`src/rtl/cp0_intc.sv`:
```
// cp0_intc -- Coprocessor-0 interrupt/exception controller.
//
// Samples six level-sensitive hardware interrupt lines into Cause.IP, masks
// them with SR.IM/IE/EXL and requests exception entry.  On entry it captures
// EPC, BD and ExcCode and sets EXL.  On eret it clears EXL.  mfc0/mtc0 access
// goes through a register-select port.
//
// Ports:
//   clk        clock, all state updates on the rising edge
//   reset      synchronous, active-high reset
//   sel        CP0 register number (12 SR, 13 Cause, 14 EPC, 15 PRId)
//   we         mtc0 write strobe
//   wdata      mtc0 write data
//   rdata      mfc0 read data, combinational from sel, 0 for unmapped sel
//   pc         PC of the instruction in MEM
//   bd         instruction in MEM sits in a branch delay slot
//   hwint      level interrupt lines, bit 0 is the timer IRQ
//   exc_valid  synchronous exception present in MEM
//   exc_code   ExcCode of that exception
//   eret       eret executing in MEM
//   intreq     take the exception this cycle (flush and redirect)
//   epc_out    current EPC, the eret target
module cp0_intc #(
  parameter logic [31:0] PRID = 32'h2016_1219
) (
  input  logic        clk,
  input  logic        reset,
  input  logic [4:0]  sel,
  input  logic        we,
  input  logic [31:0] wdata,
  output logic [31:0] rdata,
  input  logic [31:0] pc,
  input  logic        bd,
  input  logic [5:0]  hwint,
  input  logic        exc_valid,
  input  logic [4:0]  exc_code,
  input  logic        eret,
  output logic        intreq,
  output logic [31:0] epc_out
);

  localparam logic [4:0] SEL_SR    = 5'd12;
  localparam logic [4:0] SEL_CAUSE = 5'd13;
  localparam logic [4:0] SEL_EPC   = 5'd14;
  localparam logic [4:0] SEL_PRID  = 5'd15;

  // SR fields
  logic [5:0]  im;
  logic        exl;
  logic        ie;
  // Cause fields
  logic        cause_bd;
  logic [5:0]  ip;
  logic [4:0]  cause_exc;
  // EPC, low two bits are always zero
  logic [31:0] epc;

  logic        irq_hit;
  logic        exc_hit;
  logic [31:0] entry_pc;

  assign irq_hit  = (|(ip & im)) && ie && !exl;
  assign exc_hit  = exc_valid && !exl;
  // Gated by reset so the pipeline never sees a request while reset is held.
  assign intreq   = !reset && (irq_hit || exc_hit);
  assign entry_pc = bd ? (pc - 32'd4) : pc;
  assign epc_out  = epc;

  always_comb begin
    // NOTE: default first so every path assigns rdata and no latch is inferred.
    rdata = 32'h0;
    unique case (sel)
      SEL_SR:    rdata = {16'h0, im, 8'h0, exl, ie};
      SEL_CAUSE: rdata = {cause_bd, 15'h0, ip, 3'h0, cause_exc, 2'h0};
      SEL_EPC:   rdata = epc;
      SEL_PRID:  rdata = PRID;
      default:   rdata = 32'h0;
    endcase
  end

  // NOTE: sequential state uses non-blocking assignments so every register
  // sees pre-edge values; later assignments in the block override earlier ones.
  always_ff @(posedge clk) begin
    if (reset) begin
      im        <= 6'h0;
      exl       <= 1'b0;
      ie        <= 1'b0;
      cause_bd  <= 1'b0;
      ip        <= 6'h0;
      cause_exc <= 5'h0;
      epc       <= 32'h0;
    end else begin
      // IP mirrors the lines with no latching; a released line clears its bit.
      ip <= hwint;
      if (intreq) begin
        // Entry beats any simultaneous mtc0 or eret; interrupts beat exceptions.
        epc       <= {entry_pc[31:2], 2'b00};
        cause_bd  <= bd;
        cause_exc <= irq_hit ? 5'd0 : exc_code;
        exl       <= 1'b1;
      end else begin
        if (we) begin
          case (sel)
            SEL_SR: begin
              im  <= wdata[15:10];
              exl <= wdata[1];
              ie  <= wdata[0];
            end
            SEL_EPC: epc <= {wdata[31:2], 2'b00};
            default: ;
          endcase
        end
        // Placed after the write so an eret alongside an SR write clears EXL.
        if (eret) exl <= 1'b0;
      end
    end
  end

endmodule

```
`config.mk`:
```
export PLATFORM = sky130hd
export DESIGN_NAME = cp0_intc
export DESIGN_NICKNAME = d
export VERILOG_FILES = /design/src/rtl/cp0_intc.sv
export SDC_FILE = /design/constraint.sdc
export NUM_CORES = 1
export LEC_CHECK = 0
export ABC_AREA = 1
export CORE_AREA = 4 4 98 100
export DETAILED_ROUTE_END_ITERATION = 6
export DIE_AREA = 0 0 102 104
export HOLD_SLACK_MARGIN = 0.12
export PLACE_DENSITY = 0.77
export SYNTH_ARGS = -nofsm -noshare
export SYNTH_HDL_FRONTEND = slang
export SYNTH_SLANG_ARGS = --single-unit
```
`constraint.sdc`:
```
create_clock -name clk -period 1.55 [get_ports clk]
set_input_delay 0.31 -clock clk [delete_from_list [all_inputs] [get_ports clk]]
set_output_delay 0.31 -clock clk [all_outputs]
set_load 0.05 [all_outputs]
```
Word-level counts from Yosys, hierarchy flattened
Cells that the tools add are included.
- add/subtract/negate cells: 1
- equal/unequal tests: 4
- mux-type cells: 10
- bitwise operators: 2
- reductions and logical operators: 15
- operators with widths (operator ; count):
    32-bit two-way mux ; 4
    32-bit one-hot mux with 4 select lines ; 1
    32-bit by 3-bit subtractor with 32-bit output, second input constant ; 1
    5-bit by 4-bit equality test with 1-bit output, second input constant ; 4
    6-bit AND ; 1
    3-bit nonzero test ; 2
    6-bit OR reduction ; 1
    5-bit two-way mux ; 1
    1-bit logical AND ; 4
    1-bit two-way mux ; 4
    2-bit AND reduction ; 2
    2-bit nonzero test ; 2
    3-bit AND reduction ; 1
    1-bit logical NOT ; 2
    1-bit logical OR ; 1
    1-bit inverter ; 1
- register bits after elaboration: 50
- input port bits: 86
- output and inout port bits: 65
- logic and storage cells: 39

Logic depth before layout (Yosys ltp)
- depth after elaboration: 8
- mapped depth: 12
- gate-level depth less buffers: 12

Least setup slack after synthesis
Ideal clock, no wire load.
- path type: in2out
- start point: input port sel[3]
- end point: output port rdata[17]
- arrival time: 1907 ps
- data required time: 1240 ps
- slack: -667 ps
- stages: 5
- path buffers: 1
- cell sequence: nand2_1 > nor2_1 > nand2_2 > clkbuf_1 > o21ai_0
- word-level cells in the longest chain between the ends: 2
- elaborated cells between the ends (all ways): 5
- those cells by class: eq/ne (4); mux (1)
- ends and longest elaborated chain (element ; RTL line ; text):
    start: declaration ; 28 ; input logic [4:0] sel,
    5-bit by 4-bit equality test with 1-bit output ; 72 ; unique case (sel)
    32-bit one-hot mux with 4 select lines * ; 72 ;
    end: declaration ; 31 ; output logic [31:0] rdata,
Every way passes the cells marked *; elsewhere a longest branch is shown, timed or not.

Worst setup path in the final report
- start point: register im[4]
- end point: register epc[4], in the netlist epc_out[4]
- word-level cells in the longest chain between the ends: 8
- elaborated cells between the ends (all ways): 10
- those cells by class: mux (1); bitwise (1); reduce/logical (8)
- ends and longest elaborated chain (element ; RTL line ; text):
    start: declaration ; 48 ; logic [5:0] im;
    start signal: assignment ; 105 ; im <= wdata[15:10];
    6-bit AND * ; 62 ; assign irq_hit = (|(ip & im)) && ie && !exl;
    6-bit OR reduction * ; 62 ;
    1-bit logical AND * (2 in a row) ; 62 ;
    1-bit logical OR * ; 65 ; assign intreq = !reset && (irq_hit || exc_hit);
    1-bit logical AND * ; 65 ;
    2-bit nonzero test (no line) ; - ;
    2-bit AND reduction (no line) ; - ;
    end signal: assignment ; 97 ; epc <= {entry_pc[31:2], 2'b00};
    end signal: assignment ; 109 ; SEL_EPC: epc <= {wdata[31:2], 2'b00};
    end: declaration ; 56 ; logic [31:0] epc;
Marks and branches as above.
A chain may end at the register's enable or synchronous reset.

==> results.md <==
* Worst hold slack at about 0.4 ns
* Router iterations before antenna repair at 4
* Residual DRC count at 0
* Yosys reg bits at 50
* Vias at 4793
* Tmin final at approximately 1.7 ns
* Total core area at around 0.0087 mm²
* GRT Resource Usage Total at 26.3%
* Site row count at 34
* Slew Limit Headroom at approximately 63%
* Final instance area at 0.00697 mm²
* Synth area leader: dfxtp_1
* Detailed-route wire length per cell at 17.7 µm
* Startpoint Class: register
* Hold_buf cts at 0
* Cell Chain, Critical Path: nand2_2, nand2_1, nor2_1, nand2_1, nand2_1, nand2_2, nand2_8, buf_6, bufbuf_16, nand2_1, nand2_1, a21oi_2
* R2r setup slk at -0.17 ns
* Seq/Total Area, Yosys at between 20% and 30%
* H-tree levels at 2
* Cells after Synth at 576
* Slew @ Worst Pin at 0.551 ns
* Die height at between 100 and 150 µm
* Failing checks: setup timing
* DIE AREA at 0.0106 mm²
* Initial core utilization at 40.6%
* Clk_lat worst skew at 0.31 ns
* Share of cells above drive strength 1 at a little over a third
* Port bufs at ~150
* Finish-stage setup viols at 55
* Global-route wire length before repair at 22600 µm
* Unrepaired setup endpoints after global routing: true
* Crit-path max FO at 12
* Hold crit path type: primary input to register
* Run status: complete, but fails checks
* Yosys warns at 0
* Number of global-route vias before repair at 4681
* CTS tree: done
* WP depth at 12
* Mapped Avg Cell Area at 6.12 µm²
* Max VDD drop at 0.000385 V
* Number of enable-type register cells in the synthesized netlist at 0
* Total gr overflow at 0
* Post-DP HPWL at 10500 µm
* Root buffer cell: clkbuf_8
* Crit path kind: register to register
* Area contributors post-synth: dfxtp_1 (28%), nand2_1 (20%), nor2_1 (7.7%)
* Fin nets at 881
* # Max-Cap Violations at 0
* Routed Antenna Nets at 0
* Sinks on the clock net at 50
* Drt via density at roughly 5.3
* Slew Viols, Final at 0
* Worst r2r src: im[4]
* 1st-iter DRT viols at 294
* Leak at 0.00293 µW
* Max frequency at 580 MHz
* Most frequent cells in the layout: nand2_1 (177), buf_4 (71), clkdlybuf4s50_1 (62)
* Worst setup EP type: register
* Clock transition at path regs at about 0.1 ns
* Worst flop-to-flop path endpoint: epc_out[4]
* CP top delay family: simple AND/OR/NAND/NOR gates
* Async S/R FF share, synth at 0%
* Required time worst endpoint at 1.73 ns
* Dominant synthesized flop cell: dfxtp_1
* Largest net degree at the start of global routing at 42
* Post-Route WL at 16100 µm
* Crit path launch: im[4]
* CTS Buffer Depth at 2
* Worst setup margin at -0.174 ns
* Area share of the largest cell type after synthesis at approximately 28%
* Slowest stage delay, CP at 0.34 ns
* Number of buffers created by CTS at 5
* Final GP Congestion at around 0.89
* Number of buffers and inverters on the critical path at 2
* Placed Instance Area at 0.00612 mm²
* Crit share post-route at 111%
* Pwr per Cell Area at 544 mW/mm²
* CP Capture Point: epc_out[4]
* Commonest non-fill, non-tap cell in the layout: nand2_1
* Clk_skew at 0.0113 ns
* CP dominant cell by count: nand2_1
* Ports at 151
* Unique masters post-synth at 41
* Hold Path Depth at 4
* Place WS at -0.632 ns
* R2R depth at 12
* Crit path max-delay cell type: dfxtp_2
* Die width at 102 µm
* Synthesized cell area at 0.00353 mm²
* Initial antenna violation count at 3
* Arrival time worst endpoint at 1.90 ns
* Hold Fails Final Rpt at 0
* Area grow syn2layout at 97.5%
## through the flow
stage / TNS (ns) / instances / util [%] / power [µW]
after floorplan: -3.26 / 577 / - / 2010
after global placement: -32.64 / 875 / 70.6 / 2670
after detailed placement: -35.57 / 875 / 70.6 / 2690
after CTS: -2.43 / 899 / 76.7 / 3680
after global routing: -6.36 / 906 / 80.2 / 3920
final: -2.64 / 908 / 80.3 / 3790
## metal layers
layer  track usage (%)  vias up  share of wire, %
met2              46.7      255                51
li1                  -     2246                 -
met4              10.3        0               4.0
met5                 0        -                 0
met1              30.4     2244                37
met3              5.16       48               8.0
## repair_timing
action,in CTS,in global routing
gates cloned,5,0
pin swaps,24,24
gates resized for setup,109,73
buffers inserted,11,4
endpoints found under the setup margin,71,53
## layout make-up
class	instances	area [µm²]
Antenna cell	5	12.5
Clock buffer	7	76.3
Clock inverter	1	30.0
Fill cell	545	1710
Inverter	70	309
Multi-Input combinational cell	435	2500
Sequential cell	50	1010
Tap cell	108	135
Timing Repair Buffer	230	2850
Timing Repair inverter	2	32.5
## how the worst min path moves through the flow
stage / startpoint / end
final: pc[16] / epc_out[16]
after detailed placement: cause_exc[0] / cause_exc[0]
after global routing: pc[16] / epc_out[16]
after CTS: cause_exc[0] / cause_exc[0]
after global placement: cause_exc[3] / cause_exc[3]
after floorplan: hwint[0] / ip[0]
## worst min-delay path: cells and delay by family
family	cells	cell delay, ns
simple gates	2	0.14
buf+inv	1	0.16
compound gates	1	0.05
## cells in the mapped netlist (2+ instances only)
library cell / n
nand2_1: 189
nor2_1: 72
inv_1: 64
dfxtp_1: 50
o21ai_0: 31
a21oi_1: 27
nand3_1: 24
o21ai_1: 10
a21oi_2: 9
nand2_2: 9
nand4_1: 9
xor2_1: 9
nor2_2: 8
buf_4: 7
clkbuf_1: 7
xnor2_1: 6
buf_2: 5
a31oi_1: 4
o211ai_1: 4
buf_6: 3
nor2_4: 3
o21bai_1: 3
clkinv_1: 2
inv_2: 2
inv_4: 2
nand2_4: 2
## cells by family (layout without fill, tap and decap cells)
logic type | Yosys count | in the layout | share of synthesized area (%)
flops | 50 | 50 | 28.4
fa+ha+maj | 1 | 1 | 0.355
compound gates | 93 | 93 | 15.4
simple gates | 323 | 324 | 39.9
xor+xnor | 15 | 15 | 3.72
buf+inv | 93 | 310 | 12.1
other cells | 1 | 7 | 0.106
## where the power goes
group / internal, µW / switching, µW / total [µW] / leakage [µW]
registers: 1360 / 85.3 / 1440 / 0.000414
clock network: 484 / 442 / 926 / 0.0000525
logic: 680 / 736 / 1420 / 0.00246
## flip-flops by register name (all words and copies together), names as in the netlist
name and cells:
cause_bd 1, cause_exc 5, epc_out 30, exl 1, ie 1, im 6, ip 6
Power figures use the tool's default switching activity.
